--- src/rtl/press_event_fsm.sv ---
// press_event_fsm: lockout and single/double press classifier; PRESS_BOUNCE_CNT_EN adds bounce_cnt
`timescale 1ns/1ps
module press_event_fsm #(
    parameter int LOCKOUT_CYC    = 4,
    parameter int DOUBLE_WIN_CYC = 10,
    parameter int CNT_W          = 8
) (
    input  logic             clk,
    input  logic             rst_n,
    input  logic             rise_edge,
    output logic             single_press,
    output logic             double_press,
    output logic [CNT_W-1:0] press_cnt,
`ifdef PRESS_BOUNCE_CNT_EN
    output logic [CNT_W-1:0] bounce_cnt,
`endif
    output logic             busy
);
    localparam int MAXC = (LOCKOUT_CYC > DOUBLE_WIN_CYC) ? LOCKOUT_CYC : DOUBLE_WIN_CYC;
    localparam int TW = $clog2(MAXC + 1);
    localparam logic [TW-1:0] LK = TW'(LOCKOUT_CYC - 1);
    localparam logic [TW-1:0] WN = TW'(DOUBLE_WIN_CYC - 1);

    typedef enum logic [1:0] {IDLE, LOCK1, WAIT2, LOCK2} state_t;

    state_t        state, nxt;
    logic [TW-1:0] tmr, tmr_nxt;
    logic          accept, ignore, sp_nxt, dp_nxt;

    // next state: timer is loaded with duration-1 on entry, state leaves when it reads 0
    always_comb begin
        nxt     = state;
        tmr_nxt = (tmr == '0) ? '0 : tmr - 1'b1;
        accept  = 1'b0;
        ignore  = 1'b0;
        sp_nxt  = 1'b0;
        dp_nxt  = 1'b0;
        case (state)
            IDLE: if (rise_edge) begin
                accept  = 1'b1;
                nxt     = LOCK1;
                tmr_nxt = LK;
            end
            LOCK1: begin
                ignore = rise_edge;
                if (tmr == '0) begin
                    nxt     = WAIT2;
                    tmr_nxt = WN;
                end
            end
            WAIT2: if (rise_edge) begin
                accept  = 1'b1;
                dp_nxt  = 1'b1;
                nxt     = LOCK2;
                tmr_nxt = LK;
            end else if (tmr == '0) begin
                sp_nxt = 1'b1;
                nxt    = IDLE;
            end
            LOCK2: begin
                ignore = rise_edge;
                if (tmr == '0) nxt = IDLE;
            end
        endcase
    end

    // state, timer, registered pulses and saturating counters
    always_ff @(posedge clk or negedge rst_n) begin
        if (!rst_n) begin
            state        <= IDLE;
            tmr          <= '0;
            single_press <= 1'b0;
            double_press <= 1'b0;
            busy         <= 1'b0;
            press_cnt    <= '0;
`ifdef PRESS_BOUNCE_CNT_EN
            bounce_cnt   <= '0;
`endif
        end else begin
            state        <= nxt;
            tmr          <= tmr_nxt;
            single_press <= sp_nxt;
            double_press <= dp_nxt;
            busy         <= (nxt != IDLE);
            if (accept && press_cnt != '1) press_cnt <= press_cnt + 1'b1;
`ifdef PRESS_BOUNCE_CNT_EN
            if (ignore && bounce_cnt != '1) bounce_cnt <= bounce_cnt + 1'b1;
`endif
        end
    end

`ifndef PRESS_BOUNCE_CNT_EN
    logic unused_ignore;
    assign unused_ignore = ignore;
`endif
endmodule

--- config.mk ---
export PLATFORM = sky130hd
export DESIGN_NAME = press_event_fsm
export DESIGN_NICKNAME = d
export VERILOG_FILES = /design/src/rtl/press_event_fsm.sv
export SDC_FILE = /design/constraint.sdc
export NUM_CORES = 1
export LEC_CHECK = 0
export ABC_AREA = 1
export ABC_CLOCK_PERIOD_IN_PS = 1100
export BUFFER_PORTS_ARGS = -buffer_cell sky130_fd_sc_hd__buf_2
export CORE_MARGIN = 2
export CORE_UTILIZATION = 48
export DETAILED_ROUTE_END_ITERATION = 12
export PLACE_DENSITY = 0.83
export SYNTH_ARGS = -nofsm -noshare
export SYNTH_HDL_FRONTEND = slang
export SYNTH_SLANG_ARGS = --single-unit
--- constraint.sdc ---
create_clock -name clk -period 1.1 [get_ports clk]
set_input_delay 0.22 -clock clk [delete_from_list [all_inputs] [get_ports clk]]
set_output_delay 0.22 -clock clk [all_outputs]
set_load 0.005 [all_outputs]
==> results of run 1 <==
==> logic make-up (layout without fill, tap and decap cells) <==
group           Yosys count  count (layout)
simple gates             66              67
xor+xnor                  3               3
fa+ha+maj                 1               1
flops                    17              17
compound gates            5               5
buf+inv                  14              51
==> flip-flops by register name, summed over array words and instances, names as in the netlist <==
name and flops:
double_press 1, busy 1, single_press 1, press_cnt 8, tmr 4, state 2
==> critical path: stages (launching register included) <==
cell     delay [ns]
dfrtp_1        0.38
ha_2           0.19
inv_2          0.04
nor2_4         0.14
nand2_4        0.11
nand2_8        0.10
inv_8          0.05
nand2_1        0.06
nand2_1        0.04
==> placed cells by master, fill, tap and decap left out <==
cell | netlist | layout
dfrtp_1 | 17 | 17
nor3_2 | 0 | 1
inv_4 | 1 | 1
buf_4 | 0 | 15
o21ai_2 | 0 | 1
xnor2_1 | 2 | 2
nand2_8 | 1 | 1
buf_2 | 0 | 10
o21ai_0 | 2 | 1
nor2_1 | 9 | 7
o21ai_1 | 1 | 1
inv_8 | 0 | 1
nand3b_1 | 1 | 1
nand4_1 | 2 | 2
clkbuf_1 | 0 | 1
dlygate4sd3_1 | 0 | 1
nand2_4 | 1 | 4
nand2_2 | 1 | 8
nand2_1 | 42 | 33
ha_2 | 0 | 1
o211ai_1 | 1 | 1
o31ai_1 | 1 | 1
clkbuf_4 | 0 | 3
inv_2 | 2 | 4
nor3_1 | 3 | 2
nor2_2 | 1 | 2
nand3_1 | 4 | 4
inv_1 | 11 | 8
nor2_4 | 1 | 2
xor2_2 | 0 | 1
buf_6 | 0 | 7
==> synth_stat cells, types with 2 or more instances <==
master and number:
nand2_1 42, dfrtp_1 17, inv_1 11, nor2_1 9
nand3_1 4, nor3_1 3, inv_2 2, nand4_1 2
o21ai_0 2, xnor2_1 2
==> area by class of cell <==
cell class                      count  area (um^2)  area share (%)
Clock buffer                        4         26.3            2.14
Timing Repair Buffer               33          251            20.4
Sequential cell                    17          425            34.6
Multi-Input combinational cell     76          443            36.0
Inverter                           14         62.6            5.09
Tap cell                           17         21.3            1.73
==> worst min-delay path by stage <==
stage	start	endpoint	slack [ns]	depth (start not counted)
final	rise_edge	single_press	0.14	2
after global routing	rise_edge	single_press	0.13	2
after CTS	rise_edge	single_press	0.12	2
after detailed placement	rst_n	press_cnt[7]	0.16	1
after global placement	rst_n	press_cnt[7]	0.15	1
after floorplan	rst_n	busy	-0.08	0
==> power groups by stage <==
stage / clock network (uW) / registers [uW] / logic, uW
floorplan: 0 / 963 / 525
global placement: 0 / 934 / 885
detailed placement: 0 / 949 / 918
CTS: 337 / 937 / 980
global route: 351 / 975 / 1340
finish: 330 / 961 / 1190
==> routing by layer <==
layer  track usage [%]  wire [um]  vias up
li1                  -          -      401
met1              24.0        770      396
met5                 0          0        -
met4              10.9         25        0
met2              38.3       1130       15
met3              2.35         41        4
==> metrics by stage <==
step	setup TNS [ns]	util, %	hold WS (ns)
after global placement	-0.285	60.1	0.152
after detailed placement	-0.716	60.1	0.160
after CTS	-1.13	67.2	0.118
after floorplan	-0.534	-	-0.0756
final	-1.06	72.8	0.137
after global routing	-1.83	72.8	0.133
==> repair_timing <==
item	4_1_cts	5_1_grt
endpoints found under the hold margin	17	0
endpoints found under the setup margin	14	21
cloned	1	0
setup buffers	5	4
hold buffers	1	0
gates resized for setup	10	20
pin swaps	9	11
==> metrics list, run 1 <==
- Run status: complete, but fails checks
- Failing checks: setup timing
- The core region is roughly 1700 um^2.
* Number of instances in the synthesized netlist: 106
* Layout cells sized above 1: a little over two fifths
- Dividing the detail-routed wire length by the instance count gives ~12 um.
- Across the run, the number of max-cap violations was 0.
- Violation count after the first detailed-route iteration: 12
* Max Clock Freq: ~0.8 GHz
* Net count, final: 149
* Nature of the critical path startpoint: register
- FFs w/ async S/R, synth: 100%
- The repair_antennas step left the layout with diodes totalling 0.
* Placement Setup Slack: -0.120 ns
- Final setup slack of the worst path: -0.123 ns
* Total Power: between 2000 and 2500 uW
- VDD sags by at most approximately 0.0014 V.
- Effective utilization at floorplan: between 50% and 60%
- Of the total synthesized cell area, the portion taken by full adders, half adders and majority gates is under 10%.
- Cell types occupying the most area after synthesis: dfrtp_1 50%, nand2_1 19%, inv_1 4.9%
* CTS clock-pin slew for the worst setup and hold paths: 0.10 ns
- Portion of the post-synthesis area used by sequential elements: about half
- Root buffer cell: clkbuf_4
* Primary flip-flop cell chosen by synthesis mapping: dfrtp_1
* Arr. time, crit path: around 1.4 ns
* Synth top area share: around half
- Overall via count from detail_route: 816
- After synthesis the cells add up to 851 um^2.
- Maximum number of pins on one net before global-route repair: 18
- On the final layout, the worst clock skew is between 0.0006 and 0.0007 ns.
- RSZ-0062 raised after global routing: true
* Grt total ovfl: 0
- By area, the combinational part of the netlist is dominated by simple AND/OR/NAND/NOR gates.
* Syn_area_per_cell: around 8 um^2
- Total wirelength of the detailed-routed design: 1.97 mm
- The congestion estimate from routability-driven global placement came to between 0.8 and 0.9.
* Worst flop-to-flop path endpoint: press_cnt[7]
- Horizontal extent of the die: about 46 um
* CP startpoint: press_cnt[1]
- Final period demand of the worst path: around 1.2 ns
- Worst reg2reg path depth: 8
- Nature of the critical path endpoint: register
- The die covers between 2000 and 2500 um^2.
* Deepest clock path buffer count: 2
- Post-synthesis xor/xnor area fraction: slightly above 3%
- First-pass DRT Iterations: 4
- Height of the die: 46.1 um
* Data required time of the critical path: 1.29 ns
* Number of buffers added by the clock tree synthesis step: 3
- Summed over all instances, the cell type with the most area after synthesis is dfrtp_1.
- In this run the power density over the cells is between 2000 and 2500 nW/um^2.
- Summing the areas of all compound-gate instances in the mapped netlist gives between 3 and 4% of the synthesized area.
- Yosys warns: 0
* Lkg Pwr: 0.000664 uW
- After filler insertion, the fill cell instance count of the layout stands at approximately 130.
- The count of final hold-check violations came to 0.
* First-pass GRT wire length: between 3 and 4 mm
- Counting tap cells, the placed design contains a total of between 100 and 150 instances.
- The synthesized netlist contains 22 unique library cells.
- In this run the power spent charging and discharging nets is 980 uW.
- The share of total power dissipated in sequential elements is between 30% and 40%.
- Post-synthesis share of cell area spent on and, or, nand and nor gates: a little over a third
* Initial antenna violation count: 0
- Using the TritonRoute via totals, the vias-per-cell ratio works out to slightly above 5.
- Detailed placement finished with a half-perimeter wire length of roughly 1.3 mm.
- The worst register-to-register path begins at press_cnt[1].
- At the later pin of the worst-skew pair, clock insertion delay measures between 0.2 and 0.3 ns.
- Critical Path Fanout Max: 6
- Post-detailed-route DRC marker count: 0
* Class of the most critical setup path: register to register
* Clock power share: 13.3%
- Flip-flop and latch count after synthesis: 17
* Worst R2R Setup Slack: -0.12 ns
- Clock tree synthesis found a total of 17 sinks.
- Relative area change from synthesis to final layout: 44.6%
* P_int: between 1500 and 2000 uW
* Clock tree from TritonCTS: yes
- Net switching share of the total power: 39.4%
- The count of final max-slew check failures was 0.
- I/O pin count: 14
* Number of levels the H-tree was split into: 1
* Syn nets: 110
* Count of port buffers added during placement: 13
- For this run, the total global-route usage over all layers was measured as around a fifth.
- Yosys mapped a number of flops with a built-in enable equal to 0.
- Mux cell area share after synthesis: 0%
- The finished layout holds about 160 standard cells, fillers aside.
* Number of rows in the core area: 15
* Transition time at the pin with the least slew margin: approximately 0.38 ns
- The placed instances occupy a cell area of 1010 um^2.
* Tightest Hold Check Type: primary input to register
* End of the critical path: press_cnt[7]
* Share of the clock period used by the worst path: 111%
- Setup violations remaining at the end of the flow were counted as 14.
* Number of global-route vias before repair: between 700 and 800
- Normalized max-slew margin: 74.5%
* Power share of the combinational group: between 40% and 50%
- The count of nets left with antenna violations once routing finished came out at 0.
- After routing the design area is 1230 um^2.
Power figures use the tool's default switching activity.
==> run 2, diff against run 1 <==
Settings changed: ABC_AREA 1 to 0, CORE_UTILIZATION 48 to 46, PLACE_DENSITY 0.83 to 0.82, SLEW_MARGIN from default to 20.
==> run 2 against run 1 <==
- the flow still finishes with violations (setup timing)
- sequential power rose by 8%
- global-route usage rose by 2.0 points
- synthesized cell count fell by 37%
==> metrics list, run 2 <==
* Run status: complete, but fails checks
* Failing checks: setup timing
- Largest area contributor in the synthesized netlist: dfrtp_1
- Number of global-route vias before repair: 691 (-13%)
- Grt total ovfl: 0 (unchanged)
* Final-report hold violation count: 0 (unchanged)
- Root buffer cell: clkbuf_4
* Post-detailed-route DRC marker count: 0 (unchanged)
* TritonCTS sink count: 17 (unchanged)
- The register area came to 425 um^2 (unchanged).
- The largest registers in the layout are press_cnt: 8 flops, tmr: 4 flops, state: 2 flops.
- The number of warnings issued by yosys came to 0 (unchanged).
* Fillcell total: 89 (-33%)
- The number of routed nets with antenna violations is 0 (unchanged).
- The effective utilization at floorplan came to 49.8% (-0.53 points).
- Total cell area at the placement stage: 1020 um^2 (+0.49%)
* Number of unique standard cell types used by synthesis: 26 (+18%)
- STA classifies the critical path startpoint as a register.
- The average detailed-routed wire length per instance is 15.5 um (+27%).
- The post-synthesis share of cell area spent on xor and xnor gates was 4.61% (+1.5 points).
- The ratio of final minimum period to clock period is 127% (+16 points).
* Met3 Resource Use GR: 3.67% (+1.3 points)
- The largest clock skew in the final design came to 0.00811 ns (+0.00750 ns).
- The buffers plus inverters on the worst setup path is 0 (-2).
- The die outline height is 44.6 um (-3.2%).
* Critical Path Fanout Max: 5 (-1)
- Nature of the critical path endpoint: register
- Deepest clock path buffer count: 2 (unchanged)
- The worst slack on hold paths came to 0.227 ns (+0.0895 ns).
- The post-detailed-placement half-perimeter wirelength was 1.20 mm (-8.0%).
* Arr. time, crit path: 1.58 ns (+0.17 ns)
* Worst R2R Setup Slack: -0.29 ns (-0.17 ns)
- The count of mapped cells out of synthesis is 67 (-37%).
- The max capacitance violation total is 0 (unchanged).
- Total wirelength of the detailed-routed design: 1.99 mm (+0.91%)
- Tracing the worst setup path back leads to its startpoint at tmr[3].
- Horizontal extent of the die: 44.6 um (-3.2%)
* Class of the most critical setup path: register to register
* Tightest Hold Check Type: primary input to register
- By count the netlist is led by 17 x dfrtp_1, 7 x nand2_1, 4 x a21oi_1, 4 x xnor2_1.
* Initial antenna violation count: 0 (unchanged)
- The later-pin clock latency in the skew report is 0.29 ns (about the same).
- I/O pin count: 14 (unchanged)
* Most common cell after layout, fill and taps aside: buf_4
- Routability congestion estimate from global placement: 0.851 (-4.4%)
* Cells along the critical path: or4_4 > a211o_1
- The register bit count reported by yosys was 17 (unchanged).
* Synth top area share: 56.0% (+6.0 points)
- The worst reg-to-reg path cell count came to 2 (-6).
- The flip-flop count of the largest register after layout was 8 (unchanged).
- The maximum frequency from static timing analysis came to 0.717 GHz (-12%).
- Most congested layer reported by global routing: met2
* Power density over the cells: 2480 nW/um^2 (+23%)
- The adder-cell share of the synthesized area is 1.65% (+0.18 points).
* Largest family of logic cells by synthesized area: simple AND/OR/NAND/NOR gates
- Normalized max-slew margin: 76.0% (+1.5 points)
* Complex-gate fraction of the synthesized area: 10.5% (+7.0 points)
- Highest ir drop seen on vdd: 0.00168 V (+17%)
* Clock tree from TritonCTS: yes
* FFs w/ async S/R, synth: 100% (unchanged)
- The slew at the pin closest to its max-slew limit was 0.360 ns (-0.0228 ns).
* Total Power: 3070 uW (+23%)
- Final period demand of the worst path: 1.39 ns (+0.171 ns)
* Most frequent cells in the layout: 18 x buf_4, 17 x dfrtp_1, 16 x buf_6, 7 x nand2_1, 7 x buf_2
- The mean area per synthesized cell was 11.3 um^2 (+41%).
* Net count, final: 117 (-21%)
- Syn nets: 71 (-35%)
- Met1 GRT Util: 31.2% (+7.2 points)
- Met2 layer usage reported by global route: 36.2% (-2.1 points)
- Final setup slack of the worst path: -0.294 ns (-0.171 ns)
- The post-synthesis mux area share is 4.45% (+4.4 points).
* Relative area change from synthesis to final layout: 63.1%
* First-pass DRT Iterations: 4 (unchanged)
- Overall via count from detail_route: 716 (-12%)
- The logic depth of the worst setup path including buffers came to 2 (-6).
- The endpoint identified for the worst register-to-register timing path is busy.
- The global-route usage over all layers was 23.1% (+2.0 points).
- Yosys attributes the largest share of cell area to dfrtp_1 56%, xnor2_1 4.6%, mux2_2 4.4%.
- Largest reg by FF count: press_cnt
- Kind of cell with the highest combined delay on the critical path: simple AND/OR/NAND/NOR gates
- Pins over their slew limit: 0 (unchanged)
- The slowest stage of the critical path belongs to the cell or4_4.
- Count of port buffers added during placement: 13 (unchanged)
- Post-synthesis share of cell area spent on and, or, nand and nor gates: 22.1% (-13 points)
* Violation count after the first detailed-route iteration: 22 (+10)
* Layout cells sized above 1: 54.5% (+11 points)
- The total number of placement rows came to 14 (-1).
- The pin count of the biggest net entering global routing came to 18 (unchanged).
* Post-route cell area: 1240 um^2 (+0.71%)
* Area taken by multi-input logic gates: 405 um^2 (-8.5%)
- RSZ-0062 raised after global routing: true
- The number of levels the H-tree was split into was 1 (unchanged).
- Die area: 1990 um^2 (-6.3%)
- The first-pass GRT wire length is 3.22 mm (+3.1%).
- The count of flip-flops with a built-in enable after synthesis is 0 (unchanged).
* Most common cell in the synthesized netlist: dfrtp_1
- Portion of the post-synthesis area used by sequential elements: 56.0% (+6.0 points)
- The clock buffer count from CTS came to 3 (unchanged).
- In this run the worst setup path terminates at busy.
- Detailed-route vias per instance: 5.59 (+10%)
- Post-Synthesis Cell Area: 759 um^2 (-11%)
* Area of the core region: 1520 um^2 (-9.8%)
* CTS clock-pin slew for the worst setup and hold paths: 0.11 ns (about the same)
* Maximum single-stage delay on the critical path: 0.60 ns (+0.22 ns)
* Critical register-to-register path startpoint: tmr[3]
- The leakage power of the design was 0.000600 uW (-9.6%).
* Antenna cells: 0 (unchanged)
* Primary flip-flop cell chosen by synthesis mapping: dfrtp_1
- Setup-failing EPs final: 20 (+6)
- The required time of the worst setup path was 1.28 ns (about the same).
## run 2: cell types whose count changed after synthesis, moves of 3 or more
cell	change
nand2b_1	+3
nor2_1	-7
inv_1	-11
nand2_1	-35
mux2_2	+3
a21oi_1	+4
## run 2: kinds of logic (layout without fill, tap and decap cells)
| family | after synthesis | count (layout) |
|---|---|---|
| simple gates | 28 | 28 |
| flops | 17 | 17 |
| compound gates | 13 | 13 |
| xor+xnor | 4 | 4 |
| mux | 3 | 3 |
| fa+ha+maj | 1 | 1 |
| buf+inv | 1 | 46 |
## run 2: cell type report
type	instances	area share, %
flip-flops and latches	17	34.3
clock inverters	1	0.404
clock buffers	3	1.82
well taps	16	1.62
repair buffers	42	29.1
multi-input cells	49	32.7
## run 2: worst min path at each step
stage,slack (ns),cells past startpoint,from,endpoint
final,0.23,3,rise_edge,single_press
after global routing,0.22,3,rise_edge,single_press
after CTS,0.23,3,rise_edge,single_press
after detailed placement,0.16,1,rst_n,tmr[2]
after global placement,0.15,1,rst_n,tmr[2]
after floorplan,-0.08,0,rst_n,busy
## run 2: layer usage
metal  part of all wire [%]  vias to the layer above  routed length (um)
li1                       -                      339                   -
met2                     49                       19                 983
met5                      0                        -                   0
met1                     45                      354                 900
met4                    1.6                        0                  31
met3                    3.7                        4                  74
## run 2: per-stage QoR
stage	utilization (%)	setup slack [ns]	setup TNS, ns	instances
after detailed placement	66.9	-0.240	-1.87	117
after global routing	81.3	-0.340	-3.95	128
after CTS	78.4	-0.258	-2.53	126
after global placement	66.9	-0.206	-1.52	117
final	81.3	-0.294	-2.99	128
after floorplan	-	-0.276	-1.22	67
## run 2: report_power, final
part	leakage [uW]	internal, uW	switching [uW]
sequential	0.000214	847	193
combinational	0.000368	988	704
clock	0.0000177	135	200
## run 2: tightest hold or removal path, stage by stage
cell and delay, ns:
buf_2 0.10, buf_4 0.13, nor4b_4 0.04
## run 2: what timing repair did
| action | 4_1_cts | 5_1_grt |
|---|---|---|
| endpoints found under the hold margin | 17 | 0 |
| pin swaps | 8 | 6 |
| resized for setup | 22 | 8 |
| hold buffers | 1 | 0 |
| setup buffers | 4 | 3 |
| setup endpoints to repair | 21 | 23 |
